--- config.mk ---
export PLATFORM = sky130hd
export DESIGN_NAME = mmio_finisher
export DESIGN_NICKNAME = d
export VERILOG_FILES = /design/src/rtl/mmio_finisher.sv
export SDC_FILE = /design/constraint.sdc
export NUM_CORES = 1
export LEC_CHECK = 0
export CAP_MARGIN = 5
export CORE_MARGIN = 1.5
export CORE_UTILIZATION = 49
export DETAILED_ROUTE_END_ITERATION = 12
export HOLD_SLACK_MARGIN = 0.15
export PLACE_DENSITY = 0.85
export SYNTH_ARGS = -nofsm -noshare
export SYNTH_HDL_FRONTEND = slang
export SYNTH_SLANG_ARGS = --single-unit
--- constraint.sdc ---
create_clock -name clk -period 4.18 [get_ports clk]
set_input_delay 1.045 -clock clk [delete_from_list [all_inputs] [get_ports clk]]
set_output_delay 1.045 -clock clk [all_outputs]
set_load 0.02 [all_outputs]
--- src/rtl/mmio_finisher.sv ---
// -----------------------------------------------------------------------------
// mmio_finisher
//
// Memory-mapped responder on the core data bus. The CPU uses it to end a
// simulation run (FINISH) and to emit console text (CONSOLE_TX). It handles one
// transaction at a time and decodes a 16-byte window at BASE_ADDR:
//   +0x0 FINISH     W: wdata[0]=1 with full mask sets the sticky finish flag
//                      and captures wdata[XLEN-1:1] as exit code (first wins)
//                   R: {finish_code, finished}
//   +0x4 CONSOLE_TX W: wmask[0]=1 pushes wdata[7:0] into the console FIFO
//                   R: 0
//   +0x8 STATUS     R: {fifo count zero-extended, finished}; writes ignored
//   +0xC reserved   R: 0; writes ignored
// Accesses outside the window or not word aligned respond with resp_error=1
// and have no side effect.
//
// Ports
//   clk, reset            clock, synchronous active-low reset
//   req_valid/req_ready   request handshake (req_ready=1 only while idle)
//   req_wen/addr/wdata/wmask  request payload
//   resp_valid/resp_ready response handshake (registered response)
//   resp_rdata/resp_error response payload
//   tx_valid/tx_ready/tx_data console byte stream (FIFO head)
//   finished/finish_code  sticky finish flag and captured exit code
//
// Optional build macro: MMIO_FINISHER_DISPLAY_EN (simulation only). When
// defined, every popped console byte is echoed with $write and the run ends
// the cycle finished rises ($finish for code 0, $fatal otherwise). When
// undefined the block contains no system tasks.
// -----------------------------------------------------------------------------
module mmio_finisher #(
    parameter int               XLEN       = 32,
    parameter logic [XLEN-1:0]  BASE_ADDR  = 32'h0300_0000,
    parameter int               FIFO_DEPTH = 8
) (
    input  logic            clk,
    input  logic            reset,
    input  logic            req_valid,
    output logic            req_ready,
    input  logic            req_wen,
    input  logic [XLEN-1:0] req_addr,
    input  logic [XLEN-1:0] req_wdata,
    input  logic [3:0]      req_wmask,
    output logic            resp_valid,
    input  logic            resp_ready,
    output logic [XLEN-1:0] resp_rdata,
    output logic            resp_error,
    output logic            tx_valid,
    input  logic            tx_ready,
    output logic [7:0]      tx_data,
    output logic            finished,
    output logic [XLEN-2:0] finish_code
);

    localparam int            PW      = $clog2(FIFO_DEPTH);
    localparam int            CW      = PW + 1;
    localparam logic [CW-1:0] DEPTH_C = CW'(FIFO_DEPTH);

    typedef enum logic [1:0] {
        IDLE      = 2'd0,
        WAIT_FIFO = 2'd1,
        RESP      = 2'd2
    } state_t;

    state_t          state_r;
    state_t          state_nxt_s;

    // Console FIFO storage and bookkeeping
    logic [7:0]      fifo_mem_r [FIFO_DEPTH];
    logic [PW-1:0]   wr_ptr_r;
    logic [PW-1:0]   rd_ptr_r;
    logic [CW-1:0]   count_r;
    logic [7:0]      pend_byte_r;

    logic            finished_r;
    logic [XLEN-2:0] finish_code_r;

    logic            resp_valid_r;
    logic [XLEN-1:0] resp_rdata_r;
    logic            resp_error_r;

    // Decode of the request currently presented on the bus
    logic            in_window_s;
    logic            aligned_s;
    logic            addr_ok_s;
    logic [1:0]      reg_sel_s;
    logic [XLEN-1:0] rd_data_s;

    // FIFO and transaction control
    logic            fifo_full_s;
    logic            pop_s;
    logic            push_s;
    logic [7:0]      push_data_s;
    logic            tx_write_s;
    logic            stall_s;
    logic            accept_s;
    logic            fin_set_s;
    logic            wait_go_s;

    // Address decode and read-data selection for the incoming request
    always_comb begin
        in_window_s = 1'b0;
        aligned_s   = 1'b0;
        addr_ok_s   = 1'b0;
        reg_sel_s   = 2'd0;
        rd_data_s   = {XLEN{1'b0}};
        // BASE_ADDR is 16-byte aligned, so the window is exactly the set of
        // addresses sharing its upper bits.
        in_window_s = (req_addr[XLEN-1:4] == BASE_ADDR[XLEN-1:4]);
        aligned_s   = (req_addr[1:0] == 2'b00);
        addr_ok_s   = in_window_s && aligned_s;
        reg_sel_s   = req_addr[3:2];
        if (addr_ok_s && !req_wen) begin
            case (reg_sel_s)
                2'd0:    rd_data_s = {finish_code_r, finished_r};
                2'd2:    rd_data_s = {{(XLEN-1-CW){1'b0}}, count_r, finished_r};
                default: rd_data_s = {XLEN{1'b0}};
            endcase
        end else begin
            rd_data_s = {XLEN{1'b0}};
        end
    end

    // Transaction qualifiers and FIFO push/pop selection
    always_comb begin
        fifo_full_s = 1'b0;
        pop_s       = 1'b0;
        tx_write_s  = 1'b0;
        stall_s     = 1'b0;
        accept_s    = 1'b0;
        fin_set_s   = 1'b0;
        wait_go_s   = 1'b0;
        push_s      = 1'b0;
        push_data_s = pend_byte_r;

        fifo_full_s = (count_r == DEPTH_C);
        pop_s       = (count_r != {CW{1'b0}}) && tx_ready;
        tx_write_s  = addr_ok_s && req_wen && (reg_sel_s == 2'd1) && req_wmask[0];
        // A pop in the same cycle frees a slot, so a full FIFO only stalls
        // the write when the sink is not draining.
        stall_s     = tx_write_s && fifo_full_s && !pop_s;
        accept_s    = req_valid && (state_r == IDLE);
        fin_set_s   = accept_s && addr_ok_s && req_wen && (reg_sel_s == 2'd0)
                      && req_wdata[0] && (req_wmask == 4'hF) && !finished_r;
        wait_go_s   = (state_r == WAIT_FIFO) && (!fifo_full_s || pop_s);

        if (accept_s && tx_write_s && !stall_s) begin
            push_s      = 1'b1;
            push_data_s = req_wdata[7:0];
        end else if (wait_go_s) begin
            push_s      = 1'b1;
            push_data_s = pend_byte_r;
        end else begin
            push_s      = 1'b0;
            push_data_s = pend_byte_r;
        end
    end

    // Next-state logic for the single-transaction FSM
    always_comb begin
        state_nxt_s = state_r;
        case (state_r)
            IDLE: begin
                if (req_valid) begin
                    state_nxt_s = stall_s ? WAIT_FIFO : RESP;
                end else begin
                    state_nxt_s = IDLE;
                end
            end
            WAIT_FIFO: begin
                if (wait_go_s) begin
                    state_nxt_s = RESP;
                end else begin
                    state_nxt_s = WAIT_FIFO;
                end
            end
            RESP: begin
                if (resp_ready) begin
                    state_nxt_s = IDLE;
                end else begin
                    state_nxt_s = RESP;
                end
            end
            default: state_nxt_s = IDLE;
        endcase
    end

    // FSM state register
    always_ff @(posedge clk) begin
        if (!reset) begin
            state_r <= IDLE;
        end else begin
            state_r <= state_nxt_s;
        end
    end

    // FIFO pointers and occupancy; push+pop together leaves count unchanged
    always_ff @(posedge clk) begin
        if (!reset) begin
            wr_ptr_r <= {PW{1'b0}};
            rd_ptr_r <= {PW{1'b0}};
            count_r  <= {CW{1'b0}};
        end else begin
            if (push_s) begin
                wr_ptr_r <= wr_ptr_r + PW'(1);
            end
            if (pop_s) begin
                rd_ptr_r <= rd_ptr_r + PW'(1);
            end
            case ({push_s, pop_s})
                2'b10:   count_r <= count_r + CW'(1);
                2'b01:   count_r <= count_r - CW'(1);
                default: count_r <= count_r;
            endcase
        end
    end

    // FIFO storage; contents are qualified by the pointers, so no reset needed
    always_ff @(posedge clk) begin
        if (push_s) begin
            fifo_mem_r[wr_ptr_r] <= push_data_s;
        end
    end

    // Hold the console byte of an accepted write for a possible FIFO stall
    always_ff @(posedge clk) begin
        if (!reset) begin
            pend_byte_r <= 8'h00;
        end else if (accept_s) begin
            pend_byte_r <= req_wdata[7:0];
        end
    end

    // Sticky finish flag; the first qualifying write keeps its exit code
    always_ff @(posedge clk) begin
        if (!reset) begin
            finished_r    <= 1'b0;
            finish_code_r <= {(XLEN-1){1'b0}};
        end else if (fin_set_s) begin
            finished_r    <= 1'b1;
            finish_code_r <= req_wdata[XLEN-1:1];
        end
    end

    // Registered response: loaded on completion, held until consumed
    always_ff @(posedge clk) begin
        if (!reset) begin
            resp_valid_r <= 1'b0;
            resp_rdata_r <= {XLEN{1'b0}};
            resp_error_r <= 1'b0;
        end else if (accept_s && !stall_s) begin
            resp_valid_r <= 1'b1;
            resp_rdata_r <= rd_data_s;
            resp_error_r <= !addr_ok_s;
        end else if (wait_go_s) begin
            // Only an in-window CONSOLE_TX write can reach WAIT_FIFO.
            resp_valid_r <= 1'b1;
            resp_rdata_r <= {XLEN{1'b0}};
            resp_error_r <= 1'b0;
        end else if ((state_r == RESP) && resp_ready) begin
            resp_valid_r <= 1'b0;
            resp_rdata_r <= {XLEN{1'b0}};
            resp_error_r <= 1'b0;
        end
    end

    assign req_ready   = (state_r == IDLE);
    assign resp_valid  = resp_valid_r;
    assign resp_rdata  = resp_rdata_r;
    assign resp_error  = resp_error_r;
    assign tx_valid    = (count_r != {CW{1'b0}});
    assign tx_data     = fifo_mem_r[rd_ptr_r];
    assign finished    = finished_r;
    assign finish_code = finish_code_r;

`ifdef MMIO_FINISHER_DISPLAY_EN
    logic finished_d_r;

    // Delayed finish flag used to spot the cycle finished first reads high
    always_ff @(posedge clk) begin
        if (!reset) begin
            finished_d_r <= 1'b0;
        end else begin
            finished_d_r <= finished_r;
        end
    end

    // Simulation console echo and end-of-run handling
    always @(posedge clk) begin
        if (reset && pop_s) begin
            $write("%c", tx_data);
        end
        if (reset && finished_r && !finished_d_r) begin
            $display("finish code=%0d", finish_code_r);
            if (finish_code_r == {(XLEN-1){1'b0}}) begin
                $finish;
            end else begin
                $fatal(1, "nonzero exit code %0d", finish_code_r);
            end
        end
    end
`endif

endmodule

[Yosys cells after proc, flatten, opt, wreduce, memory -nomap -nowiden]
Memory sizes are Yosys's and may differ from the RTL's. A register that Yosys moved wholly into a read port is not among the register bits.
Cells that the tools add are included.
Cells by class
  add/subtract/negate cells: 4
  multiply operators: 0
  div/mod/pow operators: 0
  order comparisons: 0
  equal/unequal tests: 9
  shift-type cells: 0
  mux-type cells: 23
  bitwise gates (word level): 0
  reductions and logical operators: 33
Operators by type and width (count)
  $mux 32: 4
  $pmux 32 s2: 1
  $eq 28x22->1 const B: 1
  $logic_and 1x1->1: 20
  $mux 1: 9
  $eq 4x4->1 const B: 2
  $mux 2: 4
  $mux 8: 1
  $pmux 4 s2: 1
  $add 3x1->3 const B: 2
  $eq 2x1->1 const B: 3
  $eq 2x2->1 const B: 3
  $logic_not 1->1: 6
  $logic_not 2->1: 3
  $mux 3: 2
  $pmux 2 s3: 1
  $add 4x1->4 const B: 1
  $reduce_bool 4->1: 1
  $sub 4x1->4 const B: 1
  $reduce_bool 3->1: 1
  $reduce_bool 2->1: 1
  $logic_or 1x1->1: 1
Storage, ports and cells
  flip-flop bits (word level): 86
  latch bits: 0
  bits in writable memories: 64
  memory bits (read-only): 0
  input port bits: 74
  memories: 1
Memory list
  fifo_mem_r: words 8, bits a word 8, read ports 1, clocked after Yosys merged registers in 1, write ports 1, RTL line 69  | logic [7:0] fifo_mem_r [FIFO_DEPTH];

[Logic depth before layout (Yosys ltp)]
  depth in word-level cells: 12
  depth in mapped cells: 13
  gate-level depth less buffers: 11

[Worst setup path before layout]
No wires, ideal clock.
  kind: in2reg
  start point: input port req_addr[20]
  end point: register count_r[2]
  arrival: 3.498 ns
  data required time: 4.110 ns
  path slack: 0.611 ns
  stages on the path: 12
  buffers on the path: 1
  path through: nor4b_1 nand4_2 nor4_1 buf_4 nor2_4 ha_1 xor2_1 ha_1 a21oi_1 xor2_1 or3_1 a21oi_1
On the way
  cells in the longest elaborated chain, start to end: 12
  elaborated cells on any way between the ends: 15
  those cells by class: eq/ne (3); mux (2); reduce/logical (10)
Ends and longest elaborated chain
  start, declared: RTL line 41  | input logic [XLEN-1:0] req_addr,
  $eq 28x22->1 (*): RTL line 109  | in_window_s = (req_addr[XLEN-1:4] == BASE_ADDR[XLEN-1:4]);
  $logic_and 1x1->1 (*): RTL line 111  | addr_ok_s = in_window_s && aligned_s;
  $logic_and 1x1->1 (*) (3 in a row): RTL line 138  | tx_write_s = addr_ok_s && req_wen && (reg_sel_s == 2'd1) && req_wmask[0];
  $logic_and 1x1->1 (2 in a row): RTL line 141  | stall_s = tx_write_s && fifo_full_s && !pop_s;
  $logic_not 1->1: RTL line 147  | if (accept_s && tx_write_s && !stall_s) begin
  $logic_and 1x1->1 (*): RTL line 147
  $mux 1 (*): RTL line 147
  $eq 2x1->1 or $eq 2x2->1 (tied branches): RTL line 210  | case ({push_s, pop_s})
  $pmux 4 s2 or $reduce_bool 2->1 (tied branches)
  end signal, assigned: RTL line 211  | 2'b10: count_r <= count_r + CW'(1);
  end signal, assigned: RTL line 212  | 2'b01: count_r <= count_r - CW'(1);
  end signal, assigned: RTL line 213  | default: count_r <= count_r;
  end, declared: RTL line 72  | logic [CW-1:0] count_r;
Mark *: on every way between the ends. The rest lies on a longest branch, timed or not.
A chain may end at the register's enable or synchronous reset.

[Worst setup path after layout]
  start point: input port req_addr[5]
  end point: register count_r[2]
The elaborated chain is that of the path after synthesis.

==> qor.yml <==
power:
  p_leak_nw: 2.949
  vdd_drop_max_mv: 0.2158
  power_mw: 3.184
  p_per_area_nw_per_um2: 386.7
timing:
  skew_ns: 0.01159
  hold_viol: 0
  rsz0062_at_grt: "false"
  tightest_slew_ns: 0.7505
  setup_tns_ns: 0
  worst_hold_slack_ns: 0.4571
  layout_setup_ws_ns: 0.6356
  fin_crit_sh_pct: 84.80
  fmax_ghz: 0.2821
  period_needed_ns: 3.544
  max_slew_margin_pct: 49.90
  finalSetupViolations: 0
  maxSlewViolCount: 0
global_route:
  grt_pass1_wl_mm: 23.93
  antenna_found_initial: 0
  grt_pass1_vias: 4667
  grtUsageTotal_pct: 24.41
  overflow: 0
  grt_max_degree: 63
clock_tree:
  clk_latency_ns: 0.42
  clockBufferDepth: 2
  ctsHoldBuffers: 0
  clock-sinks: 153
  post_cts_buffers: 0
  cts_max_level: 4
  postCtsResizedCells: 0
  clockRootBuffer: "clkbuf_16"
  cts_buffers: 17
  cts_tree: "yes"
  clk_pin_slew_ns: 0.06
placed_design:
  dp_hpwl_mm: 10.71
  placed_area_um2: 7670
  place.gp.congestion: 0.8306
  place_ws_ns: 0.2282
  dpl.cell_count: 761
  port_buffers: 149
cells_and_area:
  stdcell_count: 793
  fin_nets: 712
  area_delta_synth_final_pct: 37.03
  num_antenna_cells: 0
  drive_gt1_share_pct: 16.72
  final_util_pct: 68.83
  final_area_um2: 8233
yosys:
  synth_top_area_cell: "edfxtp_1"
  syn_inst: 478
  syn-cell-area_um2: 6008
  seq_area_frac_synth_pct: 61.64
  ys_ff_latch: 153
  yosysTopAreaCellShare_pct: 31.99
  yosysUniqueCellTypes: 44
  synth_nets: 557
  yosysWarnings: 0
  syn-mean-instance-area_um2: 12.57
  synth_area_leaders: "edfxtp_1, dfxtp_1, mux4_2"
hold_path:
  worstHoldStart: "pend_byte_r[1]"
  worst_hold_path_type: "register to register"
detailed_routing:
  wl_met1_mm: 5.944
  drc: 0
  avgViaCountPerCell: 5.666
  wire_per_inst_um: 19.33
  wirelength_mm: 15.33
  met3_length_um: 977
  top_layer: "met4"
  vias: 4493
  dr.pass1.iters: 5
  drt_iter0_drc: 272
  antenna_left: 0
  wl_met2_mm: 8.153
critical_path:
  worst_ep_arrival_time_ns: 3.88
  reg2reg_from: "count_r[1]"
  worst_setup_path_start_kind: "input pin"
  worstPathMaxFanout: 8
  worstSetupPathType: "input pin to register"
  cp-startpoint: "req_addr[5]"
  path_cells: "clkdlybuf4s50_1 -> nor4b_1 -> nand4_2 -> nor4_2 -> nor2_4 -> ha_1 -> xor2_1 -> ha_1 -> a21oi_1 -> xor2_1 -> or3_1 -> a21oi_1"
  max_stage_delay_ns: 0.44
  end_kind: "register"
  cp_slowest_cell: "nor4_2"
  required_ns: 4.52
die:
  die_h_um: 113.7
  core_area_um2: 11960
  pin_count: 150
  die_w_um: 113.7
  die-area_um2: 12930
  initial_core_util_pct: 50.23
  num_rows: 40
flow_run:
  cap_violations: 0
run_status:
  outcome: "finished clean"
[cell usage after synthesis, drive strengths merged]
master / instances
a21oi: 15
a221oi: 1
a22o: 32
a311oi: 1
and2b: 1
and3: 3
and3b: 1
and4b: 1
buf: 14
clkbuf: 18
dfxtp: 89
edfxtp: 64
ha: 5
inv: 4
mux2: 20
mux2i: 4
mux4: 16
nand2: 58
nand2b: 8
nand3: 34
nand3b: 2
nand4: 2
nor2: 14
nor2b: 1
nor3: 3
nor3b: 5
nor4: 9
nor4b: 4
o21ai: 39
o21ba: 1
o31ai: 1
or3: 1
or4b: 1
xnor2: 1
xor2: 5
[layout by cell type, fill, tap and decap left out, types with 2 or more instances in the layout]
master / instances
buf_4: 19
xor2_1: 5
edfxtp_1: 64
nand3_1: 34
o21ai_0: 39
nor4b_2: 2
clkbuf_1: 3
mux4_2: 16
nand2_1: 58
clkbuf_16: 17
clkinvlp_2: 2
and3_1: 3
nor2_1: 13
clkinv_4: 3
nor3b_1: 5
nand3b_1: 2
mux2_2: 20
a22o_2: 16
nor4b_1: 2
a21oi_1: 15
nor3_1: 3
nor4_4: 2
inv_1: 4
bufinv_16: 2
mux2i_1: 4
clkinv_2: 2
ha_1: 5
nor4_1: 6
clkdlybuf4s50_1: 148
dfxtp_1: 89
nand2b_1: 8
a22o_1: 16
[layer usage]
metal,vias to the layer above,track usage [%]
met5,-,0
li1,2090,-
met3,26,6.908
met4,0,9.000
met2,198,44.06
met1,2179,27.49
[sequential cells by signal, summed over array words and instances, names as in the netlist, named ones only]
name         cells
rd_ptr_r         3
count_r          4
resp_error       1
pend_byte_r      8
resp_valid       1
fifo_mem_r      64
resp_rdata      32
state_r          2
finish_code     31
wr_ptr_r         3
finished         1
[layout make-up]
type                       instances  area (um2)
fill                             803        3729
inverter                           4       15.01
multi-input combinational        289        2138
clock buffer                      20       436.7
clock inverter                    12       126.4
timing repair buffer             168        1629
tap                              147       183.9
sequential                       153        3704
[power by group]
| group | total, mW | internal, mW | leakage [nW] | switching, mW |
|---|---|---|---|---|
| registers | 1.57 | 1.56 | 1.33 | 0.00543 |
| clock network | 1.46 | 0.875 | 0.268 | 0.588 |
| logic | 0.152 | 0.0822 | 1.35 | 0.0697 |
[critical path: cells and delay by family]
family,cells,cell delay [ns]
AND/OR/NAND/NOR,5,1.43
adder cells (fa/ha/maj),2,0.47
buffers and inverters,1,0.40
AO/OA/AOI/OAI,2,0.27
XOR/XNOR,2,0.26
[kinds of logic (layout without fill, tap and decap cells)]
family          after synthesis  in the layout  share of synthesized area (%)
compound gates               90             90                          10.08
simple gates                148            148                          13.08
mux                          40             40                          10.41
buf+inv                      36            204                          2.874
flops                       153            153                          61.64
xor+xnor                      6              6                         0.8746
fa+ha+maj                     5              5                          1.041
[final timing paths]
kind                                        to  slack (ns)  depth (start not counted)
worst min register to register  pend_byte_r[1]        0.46                          2
worst max-delay path                count_r[2]        0.64                         12
worst max register to register      count_r[2]        1.36                         11
worst min-delay path            pend_byte_r[1]        0.46                          2
Note: power is estimated with default switching activity, not from simulation.
